==> config.mk <==
export PLATFORM = sky130hd
export DESIGN_NAME = decomp_flit_sequencer
export DESIGN_NICKNAME = d
export VERILOG_FILES = /design/src/rtl/decomp_pkg.sv /design/src/rtl/decomp_meta_reg.sv /design/src/rtl/decomp_flit_sequencer.sv
export SDC_FILE = /design/constraint.sdc
export NUM_CORES = 1
export LEC_CHECK = 0
export CORE_ASPECT_RATIO = 0.7
export CORE_MARGIN = 5
export CORE_UTILIZATION = 25
export CTS_CLUSTER_DIAMETER = 60
export DETAILED_ROUTE_END_ITERATION = 6
export PLACE_DENSITY = 0.61
export RECOVER_POWER = 100
export SLEW_MARGIN = 20
export SYNTH_ARGS = -nofsm -noshare
export SYNTH_HDL_FRONTEND = slang
export SYNTH_SLANG_ARGS = --single-unit
==> constraint.sdc <==
create_clock -name clk_in -period 2.1 [get_ports clk_in]
set_input_delay 0.42 -clock clk_in [delete_from_list [all_inputs] [get_ports clk_in]]
set_output_delay 0.42 -clock clk_in [all_outputs]
set_load 0.05 [all_outputs]
==> src/rtl/decomp_pkg.sv <==
// Shared definitions for the flit decompressor sequencer: default sizes,
// the head-flit metadata layout helpers and the packet state enum.
package decomp_pkg;

    localparam int DEF_FLIT_W     = 128;
    localparam int DEF_CHUNK_SIZE = 8;
    localparam int DEF_EN_BITS    = 3;
    localparam int DEF_NUM_PAIRS  = 4;
    localparam int DEF_PAIR_W     = DEF_EN_BITS + DEF_CHUNK_SIZE;

    // Packet-level state: waiting for a head, or stepping through body flits.
    typedef enum logic {
        IDLE = 1'b0,
        BODY = 1'b1
    } seq_state_t;

    // Width of one base/encoding pair.
    function automatic int pair_width(input int chunk_size, input int en_bits);
        return chunk_size + en_bits;
    endfunction

    // Most significant bit of pair p inside the metadata field; pair 0 sits on top.
    function automatic int pair_msb(input int p, input int num_pairs, input int pair_w);
        return (num_pairs - p) * pair_w - 1;
    endfunction

    // Width of a counter that indexes num_pairs entries (at least one bit).
    function automatic int idx_width(input int num_pairs);
        return (num_pairs > 1) ? $clog2(num_pairs) : 1;
    endfunction

endpackage

==> src/rtl/decomp_meta_reg.sv <==
// Metadata latch for the current packet. Holds the base/encoding pairs taken
// from the head flit and presents the pair selected by the sequencer's counter.
module decomp_meta_reg
    import decomp_pkg::*;
#(
    parameter int  CHUNK_SIZE = DEF_CHUNK_SIZE,
    parameter int  EN_BITS    = DEF_EN_BITS,
    parameter int  NUM_PAIRS  = DEF_NUM_PAIRS,
    localparam int PAIR_W     = pair_width(CHUNK_SIZE, EN_BITS),
    localparam int META_W     = NUM_PAIRS * PAIR_W,
    localparam int IDX_W      = idx_width(NUM_PAIRS)
) (
    input  logic                  clk_in,
    input  logic                  rst_n,
    input  logic                  load,
    input  logic [META_W-1:0]     load_data,
    input  logic [IDX_W-1:0]      sel,
    output logic [EN_BITS-1:0]    en,
    output logic [CHUNK_SIZE-1:0] base
);

    logic [META_W-1:0] meta_reg;
    logic [PAIR_W-1:0] pair_arr [NUM_PAIRS];
    logic [PAIR_W-1:0] pair_sel;

    // Capture the metadata field of a multi-flit head; otherwise hold.
    always_ff @(posedge clk_in or negedge rst_n) begin
        if (!rst_n) begin
            meta_reg <= '0;
        end else if (load) begin
            meta_reg <= load_data;
        end
    end

    // Split the latched field into pairs, pair 0 being the most significant.
    generate
        for (genvar gi = 0; gi < NUM_PAIRS; gi++) begin : g_pair
            assign pair_arr[gi] = meta_reg[pair_msb(gi, NUM_PAIRS, PAIR_W) -: PAIR_W];
        end
    endgenerate

    // Present the pair the sequencer is currently pointing at.
    always_comb begin
        pair_sel = pair_arr[sel];
    end

    assign en   = pair_sel[PAIR_W-1:CHUNK_SIZE];
    assign base = pair_sel[CHUNK_SIZE-1:0];

endmodule

==> src/rtl/decomp_flit_sequencer.sv <==
// Per-packet controller for the flit decompressor. Latches head metadata,
// walks one base/encoding pair per body flit, feeds the datapath and registers
// its result into a single valid/ready output stage.
module decomp_flit_sequencer
    import decomp_pkg::*;
#(
    parameter int FLIT_W     = DEF_FLIT_W,
    parameter int CHUNK_SIZE = DEF_CHUNK_SIZE,
    parameter int EN_BITS    = DEF_EN_BITS,
    parameter int NUM_PAIRS  = DEF_NUM_PAIRS
) (
    input  logic                  clk_in,
    input  logic                  rst_n,
    input  logic                  in_valid,
    output logic                  in_ready,
    input  logic                  in_is_head,
    input  logic                  in_is_tail,
    input  logic [FLIT_W-1:0]     in_data,
    output logic [FLIT_W-1:0]     dp_data,
    output logic [EN_BITS-1:0]    dp_en_bits,
    output logic [CHUNK_SIZE-1:0] dp_base,
    input  logic [FLIT_W-1:0]     dp_result,
    output logic                  out_valid,
    input  logic                  out_ready,
    output logic                  out_is_head,
    output logic                  out_is_tail,
    output logic [FLIT_W-1:0]     out_data,
    output logic                  err_orphan,
    output logic                  err_notail
);

    localparam int PAIR_W = pair_width(CHUNK_SIZE, EN_BITS);
    localparam int META_W = NUM_PAIRS * PAIR_W;
    localparam int IDX_W  = idx_width(NUM_PAIRS);
    localparam logic [IDX_W-1:0] LAST_IDX = IDX_W'(NUM_PAIRS - 1);

    seq_state_t        state_reg;
    logic [IDX_W-1:0]  pair_idx_reg;
    logic [IDX_W-1:0]  pair_idx_next;
    logic              out_valid_reg;
    logic              out_is_head_reg;
    logic              out_is_tail_reg;
    logic [FLIT_W-1:0] out_data_reg;
    logic              err_orphan_reg;
    logic              err_notail_reg;

    logic accept;
    logic meta_load;

    // The output stage can take a flit when empty or when it drains this cycle.
    assign in_ready  = !out_valid_reg || out_ready;
    assign accept    = in_valid && in_ready;
    // Only a head that opens a multi-flit packet replaces the metadata;
    // a single-flit packet leaves the previous metadata in place.
    assign meta_load = accept && in_is_head && !in_is_tail;

    assign dp_data = in_data;

    decomp_meta_reg #(
        .CHUNK_SIZE (CHUNK_SIZE),
        .EN_BITS    (EN_BITS),
        .NUM_PAIRS  (NUM_PAIRS)
    ) u_meta (
        .clk_in    (clk_in),
        .rst_n     (rst_n),
        .load      (meta_load),
        .load_data (in_data[META_W-1:0]),
        .sel       (pair_idx_reg),
        .en        (dp_en_bits),
        .base      (dp_base)
    );

    // Pair counter advance, wrapping after the last pair.
    always_comb begin
        pair_idx_next = pair_idx_reg + 1'b1;
        if (pair_idx_reg == LAST_IDX) begin
            pair_idx_next = '0;
        end
    end

    // Packet FSM, pair counter, output register and sticky error flags.
    always_ff @(posedge clk_in or negedge rst_n) begin
        if (!rst_n) begin
            state_reg       <= IDLE;
            pair_idx_reg    <= '0;
            out_valid_reg   <= 1'b0;
            out_is_head_reg <= 1'b0;
            out_is_tail_reg <= 1'b0;
            out_data_reg    <= '0;
            err_orphan_reg  <= 1'b0;
            err_notail_reg  <= 1'b0;
        end else if (accept) begin
            if (in_is_head) begin
                // A head while inside a packet means the previous tail never came;
                // flag it and start over with the new packet.
                if (state_reg == BODY) begin
                    err_notail_reg <= 1'b1;
                end
                out_valid_reg   <= 1'b1;
                out_is_head_reg <= 1'b1;
                out_is_tail_reg <= in_is_tail;
                out_data_reg    <= in_data;
                if (in_is_tail) begin
                    state_reg <= IDLE;
                end else begin
                    state_reg    <= BODY;
                    pair_idx_reg <= '0;
                end
            end else if (state_reg == BODY) begin
                out_valid_reg   <= 1'b1;
                out_is_head_reg <= 1'b0;
                out_is_tail_reg <= in_is_tail;
                out_data_reg    <= dp_result;
                pair_idx_reg    <= pair_idx_next;
                if (in_is_tail) begin
                    state_reg <= IDLE;
                end
            end else begin
                // Body with no open packet: consume and drop it. Any flit that was
                // held is draining this cycle, so the stage empties.
                err_orphan_reg <= 1'b1;
                out_valid_reg  <= 1'b0;
            end
        end else if (out_ready) begin
            out_valid_reg <= 1'b0;
        end
    end

    assign out_valid   = out_valid_reg;
    assign out_is_head = out_is_head_reg;
    assign out_is_tail = out_is_tail_reg;
    assign out_data    = out_data_reg;
    assign err_orphan  = err_orphan_reg;
    assign err_notail  = err_notail_reg;

endmodule
==> metrics, run 1 <==
min-delay src=in_is_head; clock sink count=180; Setup CP Type=register to output port; WL final=33.3 mm; max-slew violation count=0; DR vias=6770; cells after synthesis=678; WP data arrival=1.74 ns; ys flop type=dfrtp_1; Final Hold Vio Count=0; Worst-Margin Slew=1.43 ns; wire per inst=20.5 µm; Leak Pwr=6.75 nW; Core Rows=60; r2r worst-path depth=5; Syn. warnings=0; Clk Tree Root Cell=clkbuf_16; 1st-iter DRT viols=157; Post-DP Area=0.0161 mm²; Hold Crit Class=input pin to register; grt ovf=0; Startpoint Class=register; failing checks=setup timing; Worst Path Required=1.68 ns; initial antenna violation count=1; Reg2Reg Setup Slack=0.14 ns; Final ANT Viol Nets=0; core region area=0.0382 mm²; nets=1372; Tot Pwr=16.7 mW; DRC violations left=0; CTS tree=done; mapped cell area=0.00962 mm²; outcome=complete, but fails checks; dpl cells=1584; max reg flops=128; EDFF count, synth=0; vias per inst=4.18; vias in the first global route=7665; Fmax=462 MHz; Clock Skew=0.0103 ns; Final period util=1.03; IO buf count=534; worst-path maximum fanout=8; Die W=244 µm; Setup crit end kind=output port; Clock Pin Slew Worst Setup and Hold Paths=0.06 ns; worst reg2reg path startpoint=state_reg$_DFFE_PN0P_; WHS Endpoint=err_orphan$_DFFE_PN0P_; Worst slew margin=0.0470; layout overhead on the synthesized area=69.3%; clock latency on the worst-skew pair=0.45 ns; Max VDD drop=0.555 mV; Netlist cell types=26; post-synth net total=940; reg-to-reg endpoint=out_data[94]$_DFFE_PN0P_; Die Y=174 µm; Top Ports=535; largest net degree at the start of global routing=67; final core utilization=0.426; post-route minimum period=2.16 ns; RSZ-0062 raised after global routing=true; Layout Cells excl Fill=1621; Detailed Routing Iterations Pass 1=5; top-count cell post-synth=mux2_2; post-synth top area cell=dfrtp_1; Hold Path Depth=3; Mean Syn Cell Area=14.2 µm²; Setup violations, final=8; CTS Buffer Depth=2; first-pass GRT wire length=49.9 mm; # H-tree levels=4; Die ar.=0.0425 mm²; post-route design area=0.0163 mm²; post-synthesis sequential element count=180; post-synth top area share=0.468; ys async rst share=1.00; Seq/Total Area, Yosys=0.468; CTS buffer count=17; fillers=3584; post-DP HPWL=27.3 mm; synth cell count leaders=mux2_2, dfrtp_1, buf_4; Starting Density=0.252; synth top area cells=dfrtp_1, mux2_2, buf_4; Cell Pwr Density=1020 mW/mm²; ratio of cells with drive above 1 in the final layout=0.417; Total GRT Usage=0.153; max capacitance violation total=0; final worst slack=-0.0633 ns; Final Wtd Congestion=0.777
## cells by family after synthesis
logic type	Yosys count	share of synthesized area
multiplexers	312	0.390
AO/OA/AOI/OAI	6	0.00534
AND/OR/NAND/NOR	13	0.0105
buffers and inverters	167	0.126
flip-flops	180	0.468
## through the flow
step                      TNS (ns)  hold WS [ns]  setup slack (ns)
after global placement           0         0.417            0.0372
after floorplan                  0         0.124             0.224
after CTS                   -0.977         0.398            -0.128
final                       -0.232         0.425           -0.0633
after detailed placement         0         0.422            0.0421
after global routing         -3.15         0.415            -0.131
## cell usage in the layout (no fill, tap or decap), drive strengths merged
master	count
diode	2
clkbuf	88
clkinvlp	4
inv	7
nand2	3
o22ai	1
nor2	1
buf	162
clkdlybuf4s50	203
mux2	301
nand3	1
dfrtp	180
and3b	1
dlygate4sd3	130
nand4b	1
mux4	11
and2	2
a31o	1
nand3b	1
nand2b	1
a21o	1
clkinv	1
bufinv	3
a221o	2
a22o	1
nor3	2
dlygate4sd2	14
## area by class of cell
class	count	area [µm²]	share of cell area
tap	496	621	0.0381
clock buffer	18	439	0.0270
timing repair buffer	579	6700	0.411
multi-input combinational	331	3820	0.235
inverter	1	3.75	0.000231
clock inverter	14	189	0.0116
sequential	180	4510	0.277
antenna	2	5.00	0.000307
## layer usage
metal / vias up / routed length, µm / track usage
li1: 3149 / - / -
met1: 3360 / 13300 / 0.185
met2: 248 / 17400 / 0.273
met3: 13 / 2350 / 0.0492
met4: 0 / 260 / 0.0268
met5: - / 0 / 0
## report_power, final
group          leakage (nW)  internal [mW]  switching [mW]  total (mW)
Clock                 0.296           1.94            1.52        3.46
Combinational          4.35           3.25            5.11        8.36
Sequential             2.11           4.36           0.502        4.87
Total                  6.75           9.55            7.13        16.7
## timing repair
action	4_1_cts	5_1_grt
setup endpoints to repair	25	44
buffers inserted	2	0
endpoints found under the hold margin	45	0
gates cloned	1	0
resized for setup	28	34
hold buffers	1	0
## how the worst max path moves through the flow
| stage | start | end | slack, ns | cells after the start |
|---|---|---|---|---|
| final | pair_idx_reg[0]$_DFFE_PN0P_ | dp_base[6] | -0.06 | 3 |
| after global routing | pair_idx_reg[0]$_DFFE_PN0P_ | dp_base[6] | -0.13 | 3 |
| after CTS | pair_idx_reg[0]$_DFFE_PN0P_ | dp_en_bits[1] | -0.13 | 4 |
| after detailed placement | out_ready | out_data[94]$_DFFE_PN0P_ | 0.04 | 7 |
| after global placement | out_ready | out_data[94]$_DFFE_PN0P_ | 0.04 | 7 |
| after floorplan | out_valid$_DFFE_PN0P_ | out_data[64]$_DFFE_PN0P_ | 0.22 | 6 |
## critical path, cell delays in order, from the launching register on
cell     delay [ns]
dfrtp_2        0.41
buf_12         0.16
mux4_2         0.54
buf_6          0.18
Power figures use the tool's default switching activity.
==> inputs of run 2 (changes only) <==
Settings changed: ABC_AREA set to 1, PLACE_DENSITY 0.61 to 0.6.
==> metrics, run 2 <==
Clock Skew=0.0142 ns; outcome=complete, but fails checks; most frequent cells in the layout=nand2_1, clkdlybuf4s50_1, dfrtp_1, o21ai_0, buf_12; EDFF count, synth=0; ys async rst share=1.00; max-slew violation count=0; WL final=40.7 mm; post-DP HPWL=31.1 mm; combinational share of power=0.487; nets=2017; Detailed Routing Iterations Pass 1=5; commonest non-fill, non-tap cell in the layout=nand2_1; worst-path maximum fanout=6; Adder-Cell Fraction of Synth Area=0; post-synth top area share=0.449; clock sink count=180; Syn. warnings=0; post-synthesis sequential element count=180; max reg flops=128; Compound-Gate Fraction of Synth Area=0.0862; RSZ-0062 raised after global routing=true; Hold Crit Class=input pin to register; setup TNS=-0.0138 ns; cells after synthesis=1395; CTS buffer count=17; synth top area cells=dfrtp_1, nand2_1, buf_4; Tot Pwr=15.4 mW; grt ovf=0; post-route minimum period=2.11 ns; min-delay src=in_is_head; DR vias=10187; Max VDD drop=0.558 mV; vias per inst=4.42; ys flop type=dfrtp_1; Setup crit start=pair_idx_reg[0]$_DFFE_PN0P_; top-count cell post-synth=nand2_1; post-synth top area cell=dfrtp_1; final worst slack=-0.0138 ns; clock power share=0.208; synth cell count leaders=nand2_1, dfrtp_1, o21ai_0; worst reg2reg path startpoint=out_valid$_DFFE_PN0P_; Setup crit end kind=output port; Core Rows=61; Setup CP Type=register to output port; worst hold margin=0.358 ns; net switching power=7.01 mW; wire per inst=17.7 µm; # H-tree levels=4; DRC violations left=0; Final period util=1.01; 1st-iter DRT viols=559; Clk Tree Root Cell=clkbuf_16; layout overhead on the synthesized area=66.2%; Setup violations, final=1; Worst-Margin Slew=1.23 ns; Die Y=178 µm; Mean Syn Cell Area=7.19 µm²; core region area=0.0397 mm²; post-synthesis xor/xnor area fraction=0.000873; share of power burned in registers=0.305; CTS tree=done; largest net degree at the start of global routing=75; combinational family with the most area after synthesis=simple AND/OR/NAND/NOR gates; Fmax=473 MHz; failing checks=setup timing; Final Hold Vio Count=0; max capacitance violation total=0; Seq/Total Area, Yosys=0.449; WP data arrival=1.69 ns; Starting Density=0.253; Die W=249 µm; Top Ports=535; Die ar.=0.0443 mm²; Worst slew margin=0.181; post-synth net total=1657; Clock Pin Slew Worst Setup and Hold Paths=0.07 ns; vias in the first global route=10445; ratio of cells with drive above 1 in the final layout=0.129; Final Wtd Congestion=0.857; CTS Buffer Depth=2; Leak Pwr=8.07 nW; switching fraction of total power=0.455; first-pass GRT wire length=62.7 mm; Worst Path Required=1.68 ns; P_int=8.40 mW; Post-Synth Simple-Gate Area=0.317; Final ANT Viol Nets=0; clock latency on the worst-skew pair=0.45 ns; mux contribution to synthesized area=0; Startpoint Class=register; Netlist cell types=19; IO buf count=534; Cell Pwr Density=924 mW/mm²; initial antenna violation count=1; Total GRT Usage=0.178; mapped cell area=0.0100 mm²
[run 2: power groups by stage]
stage / clock network, mW / logic [mW] / registers [mW]
after global placement: 0 / 7.61 / 4.69
after CTS: 3.33 / 7.69 / 4.68
final: 3.20 / 7.51 / 4.69
after detailed placement: 0 / 7.65 / 4.71
after global routing: 3.50 / 7.92 / 4.78
after floorplan: 0 / 2.66 / 6.56
[run 2: path summary, 6_finish.rpt]
check | slack (ns) | end | depth (start not counted)
worst max-delay path | -0.01 | dp_en_bits[1] | 4
worst min-delay path | 0.36 | out_data[89]$_DFFE_PN0P_ | 5
worst max register to register | 0.27 | err_notail$_DFFE_PN0P_ | 4
worst min register to register | 0.47 | err_orphan$_DFFE_PN0P_ | 1
max in group asynchronous | 0.24 | pair_idx_reg[0]$_DFFE_PN0P_ | 3
min in group asynchronous | 0.77 | out_data[8]$_DFFE_PN0P_ | 2
[run 2: critical path, stage by stage (launching register included)]
cell	delay (ns)
dfrtp_2	0.50
clkinvlp_4	0.26
o21ai_1	0.22
o22ai_2	0.08
buf_4	0.19
[run 2: final cells by class]
class	instances	area, µm²
Sequential cell	180	4510
Timing Repair inverter	3	22.5
Multi-Input combinational cell	983	4160
Inverter	7	36.3
Tap cell	535	669
Clock inverter	11	121
Fill cell	3991	23000
Clock buffer	21	460
Timing Repair Buffer	563	6690
Antenna cell	1	2.50
[run 2: cell families (layout without fill, tap and decap cells)]
family                 after synthesis  in the layout
AO/OA/AOI/OAI                      169            169
XOR/XNOR                             1              1
buffers and inverters              232            605
flip-flops                         180            180
other                                0              1
AND/OR/NAND/NOR                    813            813
[run 2: repair_timing]
item                                    in CTS  in global routing
hold buffers                                 1                  0
resized for setup                           25                 62
endpoints found under the hold margin       34                  0
buffers inserted                             0                  3
cloned                                       2                  1
endpoints found under the setup margin      19                 49
pin swaps                                    0                  1
[run 2: through the flow]
step | instance area [µm²] | worst slack, ns | instances | utilization
after floorplan | 10100 | 0.0262 | 1395 | -
after global placement | 16300 | 0.182 | 2264 | 0.410
after detailed placement | 16300 | 0.147 | 2264 | 0.410
after CTS | 16900 | -0.0330 | 2299 | 0.425
after global routing | 16700 | -0.0943 | 2303 | 0.420
final | 16700 | -0.0138 | 2304 | 0.420
[run 2: per-layer routing]
layer / up-vias / global-route usage / share of wire
met5: - / 0 / 0
met4: 0 / 0.0432 / 0.015
met3: 34 / 0.0514 / 0.066
met2: 343 / 0.287 / 0.47
met1: 4804 / 0.239 / 0.45
li1: 5006 / - / -
